--- config.mk ---
export PLATFORM = sky130hd
export DESIGN_NAME = carry_chain_sched
export DESIGN_NICKNAME = d
export VERILOG_FILES = /design/src/rtl/carry_chain_sched.sv
export SDC_FILE = /design/constraint.sdc
export NUM_CORES = 1
export LEC_CHECK = 0
export CORE_MARGIN = 4
export CORE_UTILIZATION = 45
export CTS_CLUSTER_DIAMETER = 80
export DETAILED_ROUTE_END_ITERATION = 8
export DONT_BUFFER_PORTS = 1
export SLEW_MARGIN = 20
export SYNTH_ARGS = -nofsm -noshare
export SYNTH_HDL_FRONTEND = slang
export SYNTH_SLANG_ARGS = --single-unit
--- constraint.sdc ---
create_clock -name clk -period 3.2 [get_ports clk]
set_clock_uncertainty 0.2 [all_clocks]
set_input_delay 0.32 -clock clk [delete_from_list [all_inputs] [get_ports clk]]
set_output_delay 0.32 -clock clk [all_outputs]
set_load 0.005 [all_outputs]
--- src/rtl/carry_chain_sched.sv ---
// Two-requester scheduler for one time-shared SEG-bit majority-carry ripple segment.
// Operands are consumed SEG bits per cycle; the result returns with its requester tag.
module carry_chain_sched #(
    parameter int WIDTH = 16,
    parameter int SEG   = 4
) (
    input  logic             clk,
    input  logic             rst_n,
    input  logic             req0_valid,
    output logic             req0_ready,
    input  logic [WIDTH-1:0] req0_a,
    input  logic [WIDTH-1:0] req0_b,
    input  logic             req0_cin,
    input  logic             req1_valid,
    output logic             req1_ready,
    input  logic [WIDTH-1:0] req1_a,
    input  logic [WIDTH-1:0] req1_b,
    input  logic             req1_cin,
    output logic             res_valid,
    input  logic             res_ready,
    output logic [WIDTH-1:0] res_sum,
    output logic             res_cout,
    output logic             res_id,
    output logic             busy
);

    localparam int NSEG = WIDTH / SEG;
    localparam int CW   = (NSEG > 1) ? $clog2(NSEG) : 1;
    localparam int BW   = (WIDTH > 1) ? $clog2(WIDTH) : 1;
    localparam logic [CW-1:0] LAST = CW'(NSEG - 1);

    typedef enum logic [1:0] {
        IDLE,
        RUN,
        DONE
    } state_t;

    state_t           r_state;
    state_t           w_state_nxt;
    logic [WIDTH-1:0] r_a;
    logic [WIDTH-1:0] r_b;
    logic [WIDTH-1:0] r_acc;
    logic [WIDTH-1:0] r_sum;
    logic             r_carry;
    logic             r_cout;
    logic             r_id;
    logic             r_prio;
    logic [CW-1:0]    r_cnt;

    logic             w_accept;
    logic             w_sel;
    logic [BW-1:0]    w_base;
    logic [SEG-1:0]   w_seg_a;
    logic [SEG-1:0]   w_seg_b;
    logic [SEG-1:0]   w_seg_s;
    logic [SEG:0]     w_c;
    logic [WIDTH-1:0] w_acc_nxt;

    assign res_valid = (r_state == DONE);
    assign busy      = (r_state != IDLE);
    assign res_sum   = r_sum;
    assign res_cout  = r_cout;
    assign res_id    = r_id;

    // The carry segment: majority-gate ripple over the current SEG-bit slice.
    always_comb begin
        w_base    = BW'(r_cnt * SEG);
        w_seg_a   = r_a[w_base +: SEG];
        w_seg_b   = r_b[w_base +: SEG];
        w_seg_s   = '0;
        w_c       = '0;
        w_c[0]    = r_carry;
        for (int unsigned i = 0; i < SEG; i++) begin
            w_c[i+1]   = (w_seg_a[i] & w_seg_b[i]) | (w_seg_a[i] & w_c[i]) | (w_seg_b[i] & w_c[i]);
            w_seg_s[i] = w_seg_a[i] ^ w_seg_b[i] ^ w_c[i];
        end
        w_acc_nxt                 = r_acc;
        w_acc_nxt[w_base +: SEG]  = w_seg_s;
    end

    // Exactly one ready in IDLE: the priority holder unless it is idle and the other is not.
    always_comb begin
        w_state_nxt = r_state;
        req0_ready  = 1'b0;
        req1_ready  = 1'b0;
        w_sel       = 1'b0;
        w_accept    = 1'b0;
        case (r_state)
            IDLE: begin
                if (r_prio == 1'b0) begin
                    req0_ready = req0_valid | ~req1_valid;
                    req1_ready = ~req0_ready;
                end else begin
                    req1_ready = req1_valid | ~req0_valid;
                    req0_ready = ~req1_ready;
                end
                w_sel    = req1_ready;
                w_accept = w_sel ? req1_valid : req0_valid;
                if (w_accept) begin
                    w_state_nxt = RUN;
                end
            end
            RUN: begin
                if (r_cnt == LAST) begin
                    w_state_nxt = DONE;
                end
            end
            DONE: begin
                if (res_ready) begin
                    w_state_nxt = IDLE;
                end
            end
            default: w_state_nxt = IDLE;
        endcase
    end

    // Partial sums build in r_acc so res_sum only changes when a result completes.
    always_ff @(posedge clk or negedge rst_n) begin
        if (!rst_n) begin
            r_state <= IDLE;
            r_a     <= '0;
            r_b     <= '0;
            r_acc   <= '0;
            r_sum   <= '0;
            r_carry <= 1'b0;
            r_cout  <= 1'b0;
            r_id    <= 1'b0;
            r_prio  <= 1'b0;
            r_cnt   <= '0;
        end else begin
            r_state <= w_state_nxt;
            case (r_state)
                IDLE: begin
                    if (w_accept) begin
                        r_a     <= w_sel ? req1_a : req0_a;
                        r_b     <= w_sel ? req1_b : req0_b;
                        r_carry <= w_sel ? req1_cin : req0_cin;
                        r_id    <= w_sel;
                        r_cnt   <= '0;
                    end
                end
                RUN: begin
                    r_acc   <= w_acc_nxt;
                    r_carry <= w_c[SEG];
                    r_cnt   <= r_cnt + 1'b1;
                    if (r_cnt == LAST) begin
                        r_sum  <= w_acc_nxt;
                        r_cout <= w_c[SEG];
                    end
                end
                DONE: begin
                    if (res_ready) begin
                        r_prio <= ~r_id;
                    end
                end
                default: ;
            endcase
        end
    end

endmodule

==> impl_metrics.csv <==
group,metric,value,unit
cts,root_buffer,"clkbuf_8",
yosys,synth_compound_area_frac,0.197,
grt,grt_use_total,0.185,
cells_and_area,regArea,0.00180,mm^2
setup_path,cpPeakStageDelay,0.52,ns
placement,dpl.hpwl,5970,um
yosys,synth_cells,326,
sta,max_freq,337,MHz
routing,dr_wl_met2,4050,um
pwr,leakage,1.85,nW
floorplanning,ios,93,
routing,met3WireLength,414,um
yosys,synth_top_family_by_area,"compound AO/OA/AOI/OAI gates",
sta,setup_viol,0,
yosys,yosys_warnings,0,
pwr,power.density,1120,mW/mm^2
cts,clock_path_buffers,2,
cts,cts_tree,"done",
cells_and_area,antenna_cells,0,
yosys,synthAdderAreaFrac,0.0417,
yosys,synth-seq-area-share,0.484,
grt,antenna_found_initial,0,
yosys,ys_top_cells_by_count,"dfrtp_1, nand2_1, o21ai_0, o221a_2, or3_1",
yosys,synth_top_area_share,0.484,
setup_path,end_kind,"register",
setup_path,cp.arrival,2.97,ns
routing,drc,0,
cells_and_area,multiInputGateArea,0.00173,mm^2
routing,wl_per_cell,18.7,um
yosys,ys_seq_elements,72,
floorplanning,rows,32,
setup_path,cp_slowest_cell,"fa_2",
floorplanning,fp.dieH,99.0,um
grt,grt_pass1_vias,2678,
routing,drtAntennaViolNets,0,
placement,gp_congestion,0.755,
yosys,synth_cell_type_count,40,
setup_path,critPathRequiredTime,3.21,ns
routing,first_iter_violations,130,
yosys,yosys.area_share.simple,0.142,
yosys,synth_most_common_cell,"dfrtp_1",
cts,clock_latency,0.34,ns
setup_path,path_cells,"buf_4 > mux4_2 > inv_1 > fa_1 > fa_1 > inv_1 > fa_2 > a21oi_1 > o21ai_0",
sta,drv_slew,0,
yosys,synthXorXnorAreaFrac,0,
grt,grt_max_degree,73,
cts,cts_buffers,9,
cts,numClockSinks,72,
sta,rsz0062_at_grt,"false",
cells_and_area,area_growth,17.4,%
setup_path,start_kind,"register",
yosys,async_reset_ff_frac,1.00,
cts,path_clk_slew,0.08,ns
cells_and_area,fin_cells,459,
yosys,syn_nets,407,
floorplanning,core_area,0.00789,mm^2
run,drv_cap,0,
routing,vias,2644,
placement,dp.cells,412,
yosys,yosys-top-cells-area,"dfrtp_1, o221a_2, mux4_2",
worst_hold_path,hold_path.class,"input pin to register",
routing,top_layer_used,"met4",
floorplanning,start_util,0.472,
yosys,synth.area.mux_share,0.0837,
sta,tns,0,ns
sta,period_share,0.927,
sta,slew_headroom,0.494,
cells_and_area,fill_cells,654,
grt,overflow,0,
grt,grt_pass1_wl,14100,um
floorplanning,die_x,99.0,um
sta,period_needed,2.97,ns
yosys,synth_top_area_cell,"dfrtp_1",
setup_path,critical_path_class,"register to register",
cts,cts_max_level,3,
floorplanning,die_area,0.00979,mm^2
yosys,synth_ff_type,"dfrtp_1",
routing,dr.pass1.iters,4,
routing,drt-met1-wl,3970,um
pwr,vdd_drop_max,0.806,mV
yosys,netlist_area,0.00372,mm^2
yosys,synth-edff-count,0,
cells_and_area,layout.nets,433,
outcome,status,"completed",
sta,worst_pin_slew,0.756,ns
cells_and_area,drive_above_1_share,0.171,
setup_path,crit_fanout,8,
routing,wirelength,8590,um
sta,hold_viol,0,
placement,port_buffers,0,
yosys,synth.avg_cell_area,11.4,um^2
routing,vias_per_cell,5.76,
[where the power goes]
group          leakage (nW)  internal [mW]  switching, mW  total (mW)
Clock                 0.136          0.615          0.337       0.952
Combinational         0.813          0.994           1.34        2.34
Sequential            0.902           1.29          0.297        1.59
Total                  1.85           2.90           1.98        4.88
[worst max-delay path: cells and delay by family, from the launching register on]
kind	cells	cell delay, ns
buf+inv	3	0.31
mux	1	0.33
fa+ha+maj	3	1.33
compound gates	2	0.23
flops	1	0.44
[worst paths after layout]
path                         endpoint  cells after the start  slack, ns       start
min reg2reg                  r_acc[7]                      1       0.29    r_acc[7]
min                           r_a[15]                      2      0.003  req0_a[15]
max                        res_sum[7]                      9       0.23    r_cnt[0]
min in group asynchronous   r_acc[13]                      2       0.31       rst_n
max reg2reg                res_sum[7]                      9       0.23    r_cnt[0]
max in group asynchronous    r_cnt[0]                      2       2.17       rst_n
[repair_timing]
item                                    in CTS  in global routing
endpoints found under the setup margin       0                  4
gates resized for setup                      0                  2
endpoints found under the hold margin      101                  1
hold buffers                                30                  1
buffers inserted                             0                  0
[flip-flops by register name, summed over array words and instances (netlist names)]
signal    cells
r_a          16
res_cout      1
r_cnt         2
res_id        1
r_b          16
r_state       2
res_sum      16
r_carry       1
r_acc        16
r_prio        1
[through the flow]
stage          cell area, um^2  utilization  hold slack (ns)  power [mW]  setup WS [ns]
5_1_grt                   4370        0.554          0.00354        5.25         0.0497
4_1_cts                   4360        0.552         0.000894        4.91         0.0965
2_1_floorplan             3720            -           -0.176        3.21        0.00481
3_3_place_gp              3770        0.478           -0.174        3.85          0.221
3_5_place_dp              3770        0.478           -0.174        3.90          0.120
6_report                  4370        0.554          0.00298        4.88          0.235
[layout make-up]
type	instances	share of cell area
clock buffer	10	0.0315
inverter	12	0.0103
clock inverter	6	0.0298
timing repair buffer	40	0.0905
sequential	72	0.413
multi-input combinational	217	0.396
tap	102	0.0292
[cells by family (layout without fill, tap and decap cells)]
kind of cell	Yosys count	in the layout
AO/OA/AOI/OAI	93	93
AND/OR/NAND/NOR	93	93
flip-flops	72	72
buffers and inverters	37	68
multiplexers	21	21
adder cells (fa/ha/maj)	10	10
[cells in the final DEF (no fill, tap or decap), types with 4 or more instances in the layout]
cell type	instances
buf_4	9
mux2i_1	12
o21ai_0	23
a22o_1	8
mux4_2	8
or3_1	20
and2_1	12
nor2b_1	16
inv_1	11
ha_1	6
dlygate4sd3_1	30
o2bb2ai_1	12
nand2_1	23
a21oi_1	16
dfrtp_1	71
bufinv_16	4
o221a_2	20
a32o_1	8
nor2_1	6
clkbuf_8	10
[metal layers]
layer  global-route usage  vias up
met5                    0        -
li1                     -     1260
met1                0.259     1283
met4               0.0714        0
met2                0.282       85
met3               0.0375       16
Power figures use the tool's default switching activity.
